## src/rtl/instr_decode_stage.sv

```systemverilog
// instr_decode_stage: splits a fetched instruction into register fields, immediate and controls, one-entry pipeline register, pending-write scoreboard stall
//   clk_i, rst_i                 clock, synchronous active-high reset
//   instruction_i/in_valid_i/in_ready_o  fetch-side handshake
//   out_valid_o/out_ready_i      downstream handshake for the decoded bundle
//   flush_i                      drop held and incoming instruction
//   wb_valid_i/wb_addr_i         write-back completion, clears a pending bit
//   writereg_o..illegal_o        registered decoded bundle
//   pending_o                    scoreboard contents
module instr_decode_stage #(
  parameter int INSTR_W = 32,
  parameter int REG_AW  = 3,
  parameter int DATA_W  = 8
) (
  input  logic                   clk_i,
  input  logic                   rst_i,
  input  logic [INSTR_W-1:0]     instruction_i,
  input  logic                   in_valid_i,
  output logic                   in_ready_o,
  output logic                   out_valid_o,
  input  logic                   out_ready_i,
  input  logic                   flush_i,
  input  logic                   wb_valid_i,
  input  logic [REG_AW-1:0]      wb_addr_i,
  output logic [REG_AW-1:0]      writereg_o,
  output logic [REG_AW-1:0]      readreg1_o,
  output logic [REG_AW-1:0]      readreg2_o,
  output logic [DATA_W-1:0]      immediate_o,
  output logic [DATA_W-1:0]      offset_o,
  output logic [2:0]             aluop_o,
  output logic                   imm_sel_o,
  output logic                   neg_sel_o,
  output logic                   writeenable_o,
  output logic                   branch_o,
  output logic                   jump_o,
  output logic                   illegal_o,
  output logic [(1<<REG_AW)-1:0] pending_o
);
  localparam int NR = 1 << REG_AW;
  logic [7:0] op;
  logic [REG_AW-1:0] rd, rt, rs;
  logic use_rt, use_rs, rt_busy, rs_busy, hazard, accept, issue;
  logic [2:0] aluop_d, aluop_q;
  logic [5:0] ctrl_d, ctrl_q;
  logic [NR-1:0] pending_d, pending_q, set_v, clr_v;
  logic out_valid_q;
  logic [REG_AW-1:0] writereg_q, readreg1_q, readreg2_q;
  logic [DATA_W-1:0] immediate_q, offset_q;
  logic unused_bits;
  assign op = instruction_i[INSTR_W-1 -: 8];
  assign rd = instruction_i[16 +: REG_AW];
  assign rt = instruction_i[8 +: REG_AW];
  assign rs = instruction_i[0 +: REG_AW];
  assign unused_bits = ^instruction_i[15:8+REG_AW];
  always_comb begin
    use_rt  = op inside {8'd2, 8'd3, 8'd4, 8'd5, 8'd7};
    use_rs  = use_rt || op == 8'd1;
    aluop_d = (op == 8'd2 || op == 8'd3 || op == 8'd7) ? 3'b001 :
              (op == 8'd4) ? 3'b010 : (op == 8'd5) ? 3'b011 : 3'b000;
    // {imm_sel, neg_sel, writeenable, branch, jump, illegal}
    ctrl_d  = {op == 8'd0, op == 8'd3 || op == 8'd7, op <= 8'd5, op == 8'd7, op == 8'd6, op > 8'd7};
  end
  // A source is busy if its write is outstanding or the held bundle is about to write it
  assign rt_busy = pending_q[rt] || (out_valid_q && ctrl_q[3] && rt == writereg_q);
  assign rs_busy = pending_q[rs] || (out_valid_q && ctrl_q[3] && rs == writereg_q);
  assign hazard = in_valid_i && ((use_rt && rt_busy) || (use_rs && rs_busy));
  assign in_ready_o = !rst_i && (!out_valid_q || out_ready_i) && !hazard;
  assign accept = in_valid_i && in_ready_o && !flush_i;
  assign issue = out_valid_q && out_ready_i && !flush_i;
  assign set_v = (issue && ctrl_q[3]) ? NR'(1) << writereg_q : '0;
  assign clr_v = wb_valid_i ? NR'(1) << wb_addr_i : '0;
  // set applied after clear so an issue beats a same-cycle write-back to that register
  assign pending_d = (pending_q & ~clr_v) | set_v;
  always_ff @(posedge clk_i) begin
    if (rst_i) begin
      out_valid_q <= 1'b0;
      pending_q   <= '0;
      writereg_q  <= '0;
      readreg1_q  <= '0;
      readreg2_q  <= '0;
      immediate_q <= '0;
      offset_q    <= '0;
      aluop_q     <= '0;
      ctrl_q      <= '0;
    end else begin
      pending_q   <= pending_d;
      out_valid_q <= accept || (out_valid_q && !out_ready_i && !flush_i);
      if (accept) begin
        writereg_q  <= rd;
        readreg1_q  <= rt;
        readreg2_q  <= rs;
        immediate_q <= instruction_i[DATA_W-1:0];
        offset_q    <= instruction_i[16 +: DATA_W];
        aluop_q     <= aluop_d;
        ctrl_q      <= ctrl_d;
      end
    end
  end
  assign out_valid_o = out_valid_q;
  assign writereg_o = writereg_q;
  assign readreg1_o = readreg1_q;
  assign readreg2_o = readreg2_q;
  assign immediate_o = immediate_q;
  assign offset_o = offset_q;
  assign aluop_o = aluop_q;
  assign {imm_sel_o, neg_sel_o, writeenable_o, branch_o, jump_o, illegal_o} = ctrl_q;
  assign pending_o = pending_q;
endmodule
```

## config.mk

```make
export PLATFORM = sky130hd
export DESIGN_NAME = instr_decode_stage
export DESIGN_NICKNAME = d
export VERILOG_FILES = /design/src/rtl/instr_decode_stage.sv
export SDC_FILE = /design/constraint.sdc
export NUM_CORES = 1
export LEC_CHECK = 0
export ABC_AREA = 1
export BUFFER_PORTS_ARGS = -buffer_cell sky130_fd_sc_hd__buf_4
export CAP_MARGIN = 25
export CORE_MARGIN = 5
export CORE_UTILIZATION = 43
export CTS_BUF_LIST = sky130_fd_sc_hd__clkbuf_16
export CTS_CLUSTER_SIZE = 40
export DETAILED_ROUTE_END_ITERATION = 16
export GPL_TIMING_DRIVEN = 0
export HOLD_SLACK_MARGIN = 0.12
export MAX_ROUTING_LAYER = met4
export PLACE_DENSITY = 0.76
export SLEW_MARGIN = 20
export SYNTH_ARGS = -nofsm -noshare
export SYNTH_HDL_FRONTEND = slang
export SYNTH_SLANG_ARGS = --single-unit
export TNS_END_PERCENT = 1
```

## constraint.sdc

```tcl
create_clock -name clk_i -period 1.4 [get_ports clk_i]
set_input_delay 0.21 -clock clk_i [delete_from_list [all_inputs] [get_ports clk_i]]
set_output_delay 0.21 -clock clk_i [all_outputs]
set_load 0.03 [all_outputs]
```

==> results of run 1 <==
==> sequential cells by signal, summed over array words and instances, names as in the netlist <==
| signal | count |
|---|---|
| readreg1_o | 3 |
| pending_o | 8 |
| readreg2_o | 2 |
| out_valid_o | 1 |
| ctrl_q | 6 |
| offset_o | 6 |
| writereg_o | 2 |
| aluop_o | 2 |
| immediate_o | 6 |
==> placed cells by master (no fill, tap or decap), types with 4 or more instances in the layout <==
cell type | netlist | layout
inv_1 | 52 | 48
dfxtp_4 | 0 | 4
nand2_1 | 118 | 111
inv_2 | 2 | 5
nand3_1 | 17 | 15
dfxtp_1 | 36 | 23
nand4_1 | 6 | 6
nor2_1 | 67 | 55
nor2_2 | 1 | 13
buf_4 | 7 | 94
clkbuf_16 | 0 | 6
nand2_2 | 1 | 7
a21oi_1 | 11 | 9
dfxtp_2 | 0 | 9
o21ai_0 | 9 | 9
==> critical path: stages, from the launching register on <==
cell,delay [ns]
dfxtp_4,0.37
inv_4,0.07
nand2_2,0.04
nand2_1,0.06
nor2_1,0.04
nand2_1,0.06
nand3_2,0.08
nand2_2,0.07
nand2_2,0.08
a21boi_2,0.15
buf_6,0.15
==> metal layers <==
layer / vias up / GRT usage / wire length (um)
li1: 1209 / - / -
met1: 1017 / 0.232 / 2530
met2: 78 / 0.332 / 2980
met3: 17 / 0.0320 / 354
met4: 0 / 0.0979 / 154
met5: - / - / 0
==> cells by family after synthesis <==
family,Yosys count,synth area share
AND/OR/NAND/NOR,213,0.429
buffers and inverters,70,0.153
flip-flops,36,0.358
AO/OA/AOI/OAI,22,0.0572
other,1,0.00187
==> worst paths after layout <==
check,from,endpoint,slack [ns]
worst max-delay path,writereg_o[0],in_ready_o,-0.25
worst min-delay path,instruction_i[22],offset_o[6],0.15
worst min register to register,ctrl_q[2],ctrl_q[2],0.51
worst max register to register,writereg_o[0],immediate_o[5],-0.25
==> cell type report <==
| cell class | count | area share |
|---|---|---|
| Tap cell | 52 | 0.0215 |
| Buffer | 15 | 0.0425 |
| Clock inverter | 3 | 0.00371 |
| Sequential cell | 36 | 0.246 |
| Timing Repair Buffer | 88 | 0.225 |
| Inverter | 55 | 0.0718 |
| Clock buffer | 5 | 0.0413 |
| Multi-Input combinational cell | 236 | 0.348 |
==> repair_timing <==
action | CTS | global route
buffers inserted | 7 | 2
endpoints found under the setup margin | 29 | 29
resized for setup | 15 | 26
cloned | 0 | 1
pin swaps | 9 | 10
==> power by group through the flow <==
stage               Combinational [uW]  Sequential (uW)  Clock, uW
finish                             579             1100       1050
detailed placement                 522             1120          0
CTS                                554             1100       1060
global route                       639             1100       1120
global placement                   516             1120          0
floorplan                          223             1200          0
==> stage by stage <==
step                setup TNS (ns)  setup WS, ns  cell area (um2)  hold WS [ns]  power (uW)
floorplan                    -2.76        -0.122             2040         0.344        1420
detailed placement           -9.31        -0.368             2690         0.437        1640
finish                       -4.76        -0.251             3030         0.154        2720
global route                 -7.80        -0.337             3030         0.167        2860
global placement             -8.79        -0.350             2690         0.432        1630
CTS                          -4.42        -0.270             2920         0.152        2710
==> results.toml, run 1 <==
[die]
fp-row-count = 24
ios = 85
core_um2 = 4440
chipHeight_um = 78.4
die-width_um = 78.4
initial_utilization = 0.452
dieArea_um2 = 6140

[worst_hold_path]
min_path_type = "input port to register"
min_delay_path_depth = 3

[finish]
fillers = 415
nets = 478
seqCellArea_um2 = 747
drive_gt1_frac = 0.354
final_cells = 490
multi_input_area_um2 = 1060
diodes = 0
area_delta_synth_final_pct = 50.8
postLayoutCoreUtil = 0.682

[power]
pwr_density_cell_nw_per_um2 = 897
switching_share = 0.283
leakage_uw = 0.00166
ir_drop_uv = 682
power_frac_comb = 0.213
p_switching_uw = 771
clkPwrFrac = 0.385
seq_power_share = 0.403
internal-power_uw = 1950

[routing]
wl_per_cell_um = 12.3
ant_nets = 0
firstDrtPassIters = 4
drt_iter0_markers = 195
via_count = 2321
drt_wl_total_um = 6020
drc = 0
routed_via_density = 4.74

[sta]
period_needed_ns = 1.65
fin_crit_sh = 1.18
fmax_mhz = 606
final-hold-violation-count = 0
worst_slew_pin_slew_ns = 0.563
fin_skew_ns = 0.00332
worst_slack_ns = -0.251
drv_slew = 0
slew_headroom = 0.625
setup_viol = 29
rsz0062_at_grt = "yes"

[setup_path]
critPathKind = "register to primary output"
worst-path-max-fanout = 6
cp.arrival_ns = 1.44
critPathCaptureType = "primary output"
rr_worst_depth = 14
cp.required_ns = 1.19
start_kind = "register"

[synthesis]
synth_nets = 383
synth_top_cell_by_area = "dfxtp_1"
ys_seq_area_frac = 0.358
synth_common_cells = "nand2_1 (118), nor2_1 (67), inv_1 (52)"
ys_ff_latch = 36
syn_area_per_cell_um2 = 5.88
yosysUniqueCellTypes = 22
synth_top_area_share = 0.358
yosysMostFrequentCell = "nand2_1"
synth-edff-count = 0
synth-async-reset-ratio = 0
ys_warn_count = 0
synth_area_um2 = 2010
postSynthCellCount = 342
synth_flop_cell = "dfxtp_1"
yosys-top-cells-area = "dfxtp_1 (36%), nand2_1 (22%), nor2_1 (13%)"

[placed_design]
portBuffers = 78
dp.cells = 472
hpwl_um = 4380
gp_congestion = 0.906

[flow_run]
maxCapViolCount = 0

[status]
status = "finished, violations left"
violations = "negative setup slack"

[clock_tree]
cts_tree = "yes"
clk_latency_ns = 0.28
postCtsHoldBufs = 0
clockBufferDepth = 2
cts-root-buf = "clkbuf_16"
clkSlewWorstSetupHoldPaths_ns = 0.05
numClockSinks = 36
htreeDepth = 2
cts_buffers = 5

[global_routing]
antenna_found_initial = 0
grt_overflow = 0
grt_pass1_wl_um = 9480
grt_pass1_vias = 2180
grt_util_all_layers = 0.199
grt_max_degree = 11
Power figures use the tool's default switching activity.
==> run 2, diff against run 1 <==
- CORE_UTILIZATION: 43 -> 48
- PLACE_DENSITY: 0.76 -> 0.8
- clock period: 1.4 -> 1.8 ns (I/O delays scaled with it)
==> run 2 against run 1 <==
The flow now finishes without violations. Clock power shrank 24%. First-iteration DRC count grew 16%. Die area shrank 9.1%. Non-clock buffer count shrank 4. Sequential share of layout area grew 0.70 points. Utilization grew 4.0 points. Setup slack gained 0.33 ns. Combinational power shrank 27%. Routed wire length shrank 11%. Via count shrank 2.2%.
==> results.toml, run 2 (synthesis results as in run 1) <==
[setup_path]
start_kind = "register"
cp.arrival_ns = 1.45
critPathKind = "register to primary output"
worst-path-max-fanout = 7
cp.required_ns = 1.53
critPathCaptureType = "primary output"

[finish]
seqCellArea_um2 = 737
largest_register_ffs = 8
drive_gt1_frac = 0.286
design_area_um2 = 2910
nets = 474
fillers = 343
final_common_cell = "nand2_1"
diodes = 0
area_delta_synth_final_pct = 44.7
layout_common_cells = "nand2_1 (115), buf_4 (90), nor2_1 (66)"
multi_input_area_um2 = 1020

[die]
core_um2 = 4030
initial_utilization = 0.499
die-width_um = 74.7
fp-row-count = 23
dieArea_um2 = 5580
chipHeight_um = 74.7
ios = 85

[sta]
setup_viol = 0
fin_crit_sh = 0.957
fin_skew_ns = 0.00276
fmax_mhz = 580
drv_slew = 0
slew_headroom = 0.662
final-hold-violation-count = 0
period_needed_ns = 1.72
worst_slew_pin_slew_ns = 0.505
rsz0062_at_grt = "yes"
worst_slack_ns = 0.0770

[global_routing]
grt_overflow = 0
grt_max_degree = 11
antenna_found_initial = 0
grt_pass1_wl_um = 8590
grt_pass1_vias = 1996
grt_util_all_layers = 0.205

[placed_design]
portBuffers = 78
dp_worst_setup_slack_ns = -0.0165
postPlaceCellArea_um2 = 2660
gp_congestion = 0.954
hpwl_um = 4210

[clock_tree]
clockBufferDepth = 2
clkSlewWorstSetupHoldPaths_ns = 0.05
cts_buffers = 5
cts_tree = "yes"
numClockSinks = 36
clk_latency_ns = 0.28
postCtsHoldBufs = 0
cts-root-buf = "clkbuf_16"
htreeDepth = 2

[power]
leakage_uw = 0.00162
ir_drop_uv = 554
pwr_density_cell_nw_per_um2 = 712

[routing]
drc = 0
ant_nets = 0
firstDrtPassIters = 4
drt_wl_total_um = 5340
via_count = 2270
wl_per_cell_um = 11.0
routed_via_density = 4.69
drt_iter0_markers = 226

[worst_hold_path]
min_path_type = "input port to register"

[status]
status = "finished, final reports clean"

[flow_run]
maxCapViolCount = 0
[run 2: what timing repair did]
action                     CTS  global route
setup buffers                0             6
pin swaps                    0             8
gates resized for setup      7            20
setup endpoints to repair   20            25
hold endpoints to repair     0             0
[run 2: layout make-up]
| class | instances | area share |
|---|---|---|
| Inverter | 55 | 0.0735 |
| Timing Repair Buffer | 84 | 0.218 |
| Clock inverter | 3 | 0.00387 |
| Clock buffer | 5 | 0.0430 |
| Buffer | 15 | 0.0370 |
| Sequential cell | 36 | 0.253 |
| Tap cell | 50 | 0.0215 |
| Multi-Input combinational cell | 236 | 0.350 |
[run 2: report_power, final]
group          leakage [uW]  internal [uW]  switching [uW]
combinational       0.00125            179             246
clock             0.0000738            497             297
sequential         0.000297            828            23.2
[run 2: critical path, cell delays in order (launching register included)]
cell and delay, ns:
dfxtp_4 0.37, inv_4 0.07, nand2_2 0.04, nand2_1 0.06, nor2_1 0.04, nand2_1 0.07, nand3_2 0.07, nand2_1 0.08
nand2_2 0.08, a21boi_2 0.16, buf_6 0.14
[run 2: routing by layer]
metal / vias to the layer above / global-route usage / routed length [um]
met2: 72 / 0.325 / 2670
li1: 1198 / - / -
met5: - / - / 0
met4: 0 / 0.0929 / 107
met3: 12 / 0.0494 / 377
met1: 988 / 0.246 / 2190
[run 2: final timing paths]
check | start | endpoint | slack (ns) | cells after the start
worst max-delay path | writereg_o[0] | in_ready_o | 0.08 | 10
worst min-delay path | instruction_i[3] | immediate_o[3] | 0.21 | 3
worst max register to register | writereg_o[0] | readreg1_o[0] | 0.18 | 14
worst min register to register | ctrl_q[5] | ctrl_q[5] | 0.51 | 4
[run 2: metrics by stage]
stage | hold WS [ns] | util | power (uW) | setup TNS (ns) | instances
after floorplan | 0.405 | - | 1100 | 0 | 342
after global placement | 0.493 | 0.661 | 1270 | 0 | 470
after detailed placement | 0.496 | 0.661 | 1280 | -0.118 | 470
after CTS | 0.212 | 0.698 | 2070 | 0 | 478
after global routing | 0.208 | 0.722 | 2180 | -0.0258 | 484
final | 0.211 | 0.722 | 2070 | 0 | 484
